$ cat src/rtl/mdu_pkg.sv
// rtl/mdu_pkg.sv - shared op/state encodings and helpers for the multiply/divide unit
package mdu_pkg;

    typedef enum logic [3:0] {
        OP_NOP, OP_MULT, OP_MULTU, OP_DIV, OP_DIVU, OP_MADD,
        OP_MADDU, OP_MSUB, OP_MSUBU, OP_MTHI, OP_MTLO
    } mdu_op_e;

    typedef enum logic [2:0] {IDLE, MUL, DIV, MOVE, DONE} mdu_state_e;

    localparam int DIV_ITER = 32;

    function automatic logic is_signed_op(mdu_op_e op);
        return op inside {OP_MULT, OP_DIV, OP_MADD, OP_MSUB};
    endfunction

endpackage

$ cat src/rtl/div_radix2.sv
// rtl/div_radix2.sv - 32-iteration restoring divider: one sign-prep cycle, then one quotient bit per cycle
module div_radix2
    import mdu_pkg::*;
(
    input  logic        clk,
    input  logic        resetn,
    input  logic        flush,
    input  logic        start,
    input  logic        signed_i,
    input  logic [31:0] a,
    input  logic [31:0] b,
    output logic        done,
    output logic [31:0] quot,
    output logic [31:0] rem
);

    typedef enum logic [1:0] {D_IDLE, D_PREP, D_ITER} div_phase_e;

    div_phase_e  phase;
    logic [5:0]  cnt;
    logic [31:0] a_r, b_r, d_mag, q_r, r_r;
    logic        sgn_r;

    logic [32:0] rem_sh;
    logic        ge;
    logic [31:0] q_next, r_next;
    logic        neg_q, neg_r;

    function automatic logic [31:0] magnitude(logic [31:0] v, logic s);
        return (s && v[31]) ? -v : v;
    endfunction

    always_comb begin
        rem_sh = {r_r, q_r[31]};
        ge     = rem_sh >= {1'b0, d_mag};
        r_next = ge ? 32'(rem_sh - {1'b0, d_mag}) : rem_sh[31:0];
        q_next = {q_r[30:0], ge};
        neg_q  = sgn_r & (a_r[31] ^ b_r[31]);
        neg_r  = sgn_r & a_r[31];
    end

    // Results are taken straight off the final iteration so the caller can capture them on that edge.
    assign done = (phase == D_ITER) && (cnt == 6'(DIV_ITER - 1));
    assign quot = (b_r == 32'd0) ? 32'hFFFF_FFFF : (neg_q ? -q_next : q_next);
    assign rem  = (b_r == 32'd0) ? a_r : (neg_r ? -r_next : r_next);

    always_ff @(posedge clk or negedge resetn) begin
        if (!resetn) begin
            phase <= D_IDLE;
            cnt   <= 6'd0;
            a_r   <= 32'd0;
            b_r   <= 32'd0;
            sgn_r <= 1'b0;
            d_mag <= 32'd0;
            q_r   <= 32'd0;
            r_r   <= 32'd0;
        end else if (flush) begin
            phase <= D_IDLE;
            cnt   <= 6'd0;
        end else begin
            case (phase)
                D_IDLE: if (start) begin
                    a_r   <= a;
                    b_r   <= b;
                    sgn_r <= signed_i;
                    phase <= D_PREP;
                end
                D_PREP: begin
                    q_r   <= magnitude(a_r, sgn_r);
                    d_mag <= magnitude(b_r, sgn_r);
                    r_r   <= 32'd0;
                    cnt   <= 6'd0;
                    phase <= D_ITER;
                end
                D_ITER: begin
                    q_r <= q_next;
                    r_r <= r_next;
                    cnt <= cnt + 6'd1;
                    if (done) phase <= D_IDLE;
                end
                default: phase <= D_IDLE;
            endcase
        end
    end

endmodule

$ cat src/rtl/mul_div_unit.sv
// rtl/mul_div_unit.sv - multi-cycle MULT/DIV/MADD/MSUB/MTHI/MTLO unit producing {HI,LO} write data
module mul_div_unit
    import mdu_pkg::*;
#(
    parameter int MUL_CYCLES = 2
) (
    input  logic        clk,
    input  logic        resetn,
    input  logic        flush_i,
    input  logic        start_i,
    input  mdu_op_e     op_i,
    input  logic [31:0] rs_i,
    input  logic [31:0] rt_i,
    input  logic [63:0] hilo_cur_i,
    output logic        stall_o,
    output logic        hilo_wen_o,
    output logic [63:0] hilo_o
);

    localparam logic [7:0] MUL_LAST = 8'(MUL_CYCLES - 1);

    mdu_state_e  state, work;
    mdu_op_e     op_r;
    logic [31:0] a_r, b_r;
    logic [63:0] cur_r;
    logic [7:0]  mul_cnt;

    logic [63:0] a64, b64, prod, mul_result, move_result;
    logic        accept;
    logic        div_done;
    logic [31:0] div_quot, div_rem;

    always_comb begin
        work = IDLE;
        case (op_i)
            OP_MULT, OP_MULTU, OP_MADD, OP_MADDU, OP_MSUB, OP_MSUBU: work = MUL;
            OP_DIV, OP_DIVU:                                         work = DIV;
            OP_MTHI, OP_MTLO:                                        work = MOVE;
            default:                                                 work = IDLE;
        endcase
    end

    assign accept     = (state == IDLE) && start_i && !flush_i && (work != IDLE);
    assign stall_o    = start_i && !flush_i && ((state == IDLE) ? (work != IDLE) : (state != DONE));
    assign hilo_wen_o = (state == DONE) && !flush_i;

    // Low 64 bits of the product of sign/zero-extended operands give both signed and unsigned results.
    always_comb begin
        a64  = {{32{is_signed_op(op_r) & a_r[31]}}, a_r};
        b64  = {{32{is_signed_op(op_r) & b_r[31]}}, b_r};
        prod = a64 * b64;
        case (op_r)
            OP_MADD, OP_MADDU: mul_result = cur_r + prod;
            OP_MSUB, OP_MSUBU: mul_result = cur_r - prod;
            default:           mul_result = prod;
        endcase
        move_result = (op_r == OP_MTHI) ? {a_r, cur_r[31:0]} : {cur_r[63:32], a_r};
    end

    div_radix2 u_div (
        .clk      (clk),
        .resetn   (resetn),
        .flush    (flush_i),
        .start    (accept && (work == DIV)),
        .signed_i (is_signed_op(op_i)),
        .a        (rs_i),
        .b        (rt_i),
        .done     (div_done),
        .quot     (div_quot),
        .rem      (div_rem)
    );

    always_ff @(posedge clk or negedge resetn) begin
        if (!resetn) begin
            state   <= IDLE;
            op_r    <= OP_NOP;
            a_r     <= 32'd0;
            b_r     <= 32'd0;
            cur_r   <= 64'd0;
            mul_cnt <= 8'd0;
            hilo_o  <= 64'd0;
        end else if (flush_i) begin
            state   <= IDLE;
            mul_cnt <= 8'd0;
        end else begin
            case (state)
                IDLE: if (accept) begin
                    op_r    <= op_i;
                    a_r     <= rs_i;
                    b_r     <= rt_i;
                    cur_r   <= hilo_cur_i;
                    mul_cnt <= 8'd0;
                    state   <= work;
                end
                MUL: begin
                    if (mul_cnt == MUL_LAST) begin
                        hilo_o <= mul_result;
                        state  <= DONE;
                    end else begin
                        mul_cnt <= mul_cnt + 8'd1;
                    end
                end
                DIV: if (div_done) begin
                    hilo_o <= {div_rem, div_quot};
                    state  <= DONE;
                end
                MOVE: begin
                    hilo_o <= move_result;
                    state  <= DONE;
                end
                DONE:    state <= IDLE;
                default: state <= IDLE;
            endcase
        end
    end

endmodule

$ cat config.mk
export PLATFORM = sky130hd
export DESIGN_NAME = mul_div_unit
export DESIGN_NICKNAME = d
export VERILOG_FILES = /design/src/rtl/mdu_pkg.sv /design/src/rtl/div_radix2.sv /design/src/rtl/mul_div_unit.sv
export SDC_FILE = /design/constraint.sdc
export NUM_CORES = 2
export LEC_CHECK = 0
export BUFFER_PORTS_ARGS = -buffer_cell sky130_fd_sc_hd__buf_2
export CAP_MARGIN = 20
export CELL_PAD_IN_SITES_DETAIL_PLACEMENT = 1
export CELL_PAD_IN_SITES_GLOBAL_PLACEMENT = 1
export CORE_ASPECT_RATIO = 1.25
export CORE_UTILIZATION = 46
export CTS_BUF_LIST = sky130_fd_sc_hd__clkbuf_4 sky130_fd_sc_hd__clkbuf_8 sky130_fd_sc_hd__clkbuf_16
export CTS_CLUSTER_DIAMETER = 200
export CTS_CLUSTER_SIZE = 20
export DETAILED_ROUTE_END_ITERATION = 10
export PLACE_DENSITY = 0.85
export SYNTH_ARGS = -nofsm -noshare
export SYNTH_HDL_FRONTEND = slang
export SYNTH_SLANG_ARGS = --single-unit
$ cat constraint.sdc
create_clock -name clk -period 11.3 [get_ports clk]
set_input_delay 2.26 -clock clk [delete_from_list [all_inputs] [get_ports clk]]
set_output_delay 2.26 -clock clk [all_outputs]
set_load 0.03 [all_outputs]
==> metrics.cfg <==
[route]
route.vias.total = 58780
vias_per_cell = 5.978
detail_route.wl_per_cell_um = 27.80
drt_first_iter_violations = 4495
route.antenna.remaining_nets = 0
remaining_drc_errors = 0
routed_wirelength_um = 273300
drtPass1Iterations = 5

[logic_synthesis]
number_of_distinct_library_cell_variants_in_the_gate_level_netlist_after_synthesis = 80
synth-edff-count = 0
synth-seq-area-share = 0.1454
synth_fp_nets = 9219
ys_dominant_reg_cell = sky130_fd_sc_hd__dfrtp_1
synth_top_cells_by_count = sky130_fd_sc_hd__nand2_1 (1596), sky130_fd_sc_hd__inv_1 (1168), sky130_fd_sc_hd__fa_1 (1127)
syn-mean-instance-area_sq_um = 8.477
yosysTopAreaCell = sky130_fd_sc_hd__fa_1
post_synth_main_area_contributors = sky130_fd_sc_hd__fa_1 (35%), sky130_fd_sc_hd__dfrtp_1 (15%), sky130_fd_sc_hd__nand2_1 (9.3%)
post-synth-top-count-cell = sky130_fd_sc_hd__nand2_1
ys.warnings.count = 0
syn_inst = 7633
fraction_of_registers_with_async_set_reset = 1.000
synth.cell_area_sq_mm = 0.06471
ys_ff_latch = 376
yosysTopAreaCellShare = 0.3487

[global_routing]
first_global_vias = 65790
first_pass_grt_wire_length_um = 404600
antenna_found_initial = 5
global_route.usage.total = 0.3813
grt_overflow = 0
grt_start_max_net_pins = 90

[sta]
rsz0062_at_grt = true
maxSlewHeadroom = 0.2576
setup-tns-final_ns = -0.2072
layout_min_cycle_time_ns = 11.38
hold_fails_final_rpt = 0
final_min_period_over_clock_period = 1.007
worst_slew_pin_slew_ns = 1.114
post_layout_worst_setup_margin_ns = -0.08238
fmax_ghz = 0.08786
final-setup-viol-count = 3
finalClockSkew_ns = 0.03619
drv_slew = 0

[cts]
cts_max_path_buffers = 3
tritoncts = built
cts.htree.levels = 1
cts.sink_count = 376
total_cts_buffers = 22
holdBufCountCts = 0
clockRootBuffer = sky130_fd_sc_hd__clkbuf_16
clock_insertion_delay_worst_skew_ns = 0.65
worst_setup_hold_path_clk_slew_ns = 0.12

[finish]
area_growth_syn_to_layout_pct = 12.74
drive_gt1_frac = 0.1316
num-nets-final = 9555

[worst_setup_path]
cp.required_ns = 11.85
critical_path_arrival_ns = 11.93
setup.worst_path.end_class = register
top_family_by_delay_on_critical_path = adder cells
slowest_stage = sky130_fd_sc_hd__fa_1
timing_worst_setup_path_type = reg -> reg
crit_buf_inv = 6
crit_path_max_fanout = 15
path_common_cell = sky130_fd_sc_hd__fa_1
cpPeakStageDelay_ns = 0.60
type_of_origin_of_the_critical_path = register

[placement]
place_hpwl_um = 218100
placer_congestion_estimate = 0.9784
placement.io_buffers = 201

[hold_path]
hold_path.class = reg -> reg

[floorplanning]
fp.dieW_um = 337.5
core.rowCount = 153
core_area_sq_mm = 0.1394
start_util = 0.4643
dieArea_sq_mm = 0.1422
floorplan.die.height_um = 421.3
io_pins = 202

[outcome]
run_status = finished with violations
violated_checks = setup timing

[flow_run]
maxCapViolations = 0

[layout by cell type (no fill, tap or decap), types with 32 or more instances in the layout]
cell type                     n
sky130_fd_sc_hd__buf_12      62
sky130_fd_sc_hd__dfrtp_1    369
sky130_fd_sc_hd__o21ai_0    323
sky130_fd_sc_hd__mux2_2      63
sky130_fd_sc_hd__and2_1     290
sky130_fd_sc_hd__buf_4      478
sky130_fd_sc_hd__and3_1      40
sky130_fd_sc_hd__nand4_1     35
sky130_fd_sc_hd__fa_1      1121
sky130_fd_sc_hd__o21a_1      33
sky130_fd_sc_hd__mux2i_1     55
sky130_fd_sc_hd__o211ai_1    33
sky130_fd_sc_hd__nand2_1   1589
sky130_fd_sc_hd__nand3_1     42
sky130_fd_sc_hd__a21o_1      61
sky130_fd_sc_hd__nor3_1      62
sky130_fd_sc_hd__or3_1       32
sky130_fd_sc_hd__a21oi_1    332
sky130_fd_sc_hd__buf_2      200
sky130_fd_sc_hd__xor2_1     156
sky130_fd_sc_hd__ha_1       304
sky130_fd_sc_hd__inv_1     1162
sky130_fd_sc_hd__a31oi_1     64
sky130_fd_sc_hd__xnor2_1    174
sky130_fd_sc_hd__nor2_1     305
[per-layer routing]
metal | vias up | GRT usage | routed length, um | part of all wire
met2 | 2979 | 0.6283 | 129400 | 0.47
met4 | 4 | 0.2848 | 25880 | 0.095
met3 | 1136 | 0.06449 | 21840 | 0.080
met5 | - | 0 | 23 | 0.000084
met1 | 30140 | 0.4436 | 96150 | 0.35
li1 | 24520 | - | - | -
[worst register-to-register path, delay by kind of cell, from the launching register on]
kind | cells | cell delay [ns]
simple gates | 9 | 2.43
flops | 1 | 0.40
buf+inv | 6 | 0.80
compound gates | 13 | 2.47
xor+xnor | 3 | 0.50
fa+ha+maj | 10 | 4.71
[path summary, 6_finish.rpt]
kind	from	endpoint	slack, ns	cells after the start
setup / recovery	b_r[11]	hilo_o[63]	-0.08	41
hold / removal	u_div.d_mag[23]	u_div.d_mag[23]	0.48	2
setup reg to reg	b_r[11]	hilo_o[63]	-0.08	41
hold reg to reg	u_div.d_mag[23]	u_div.d_mag[23]	0.48	2
max in group asynchronous	resetn	u_div.d_mag[23]	7.33	3
min in group asynchronous	resetn	cur_r[6]	1.65	1
[timing repair]
action,4_1_cts,5_1_grt
cloned,1,3
pin swaps,5,67
hold endpoints to repair,0,0
endpoints found under the setup margin,13,25
buffers inserted,6,27
gates resized for setup,32,175
[logic make-up (layout without fill, tap and decap cells)]
kind of cell | Yosys count | in the layout | share of synthesized area
simple gates | 2608 | 2608 | 0.1787
buf+inv | 1614 | 1951 | 0.09376
fa+ha+maj | 1450 | 1450 | 0.4111
compound gates | 1127 | 1127 | 0.1053
flops | 376 | 376 | 0.1454
xor+xnor | 340 | 340 | 0.04623
mux | 118 | 118 | 0.01947
other cells | 0 | 2 | 0
[final cells by class]
type	count	area, sq um
multi-input cells	5643	50110
clock buffers	23	558.0
well taps	1860	2327
fillers	16480	66410
diodes	2	5.005
clock inverters	2	46.29
flip-flops and latches	376	9418
repair buffers	758	6103
inverters	1168	4388
[state kept, by name, indices dropped and copies added (netlist names)]
name / flops
u_div.a_r: 32
hilo_o: 64
state: 3
op_r: 4
u_div.phase: 2
cur_r: 64
u_div.q_r: 32
a_r: 32
u_div.r_r: 32
u_div.cnt: 6
u_div.b_r: 32
b_r: 32
u_div.sgn_r: 1
mul_cnt: 8
u_div.d_mag: 32
[metrics by stage]
step                setup slack [ns]  cell area (sq um)  cells    util  hold slack, ns
finish                      -0.08238              72950   9832  0.5235          0.4819
global route                 -0.4178              72950   9831  0.5234          0.5118
CTS                         0.004722              71930   9799  0.5161          0.4859
detailed placement           -0.5022              71100   9767  0.5102          0.4652
global placement             -0.2632              71100   9767  0.5102          0.4572
floorplan                    0.05164              64710   7633       -          0.4498
Power is not shown: default switching activity piles up to over one toggle a cycle in this logic, so the estimate is an artifact.
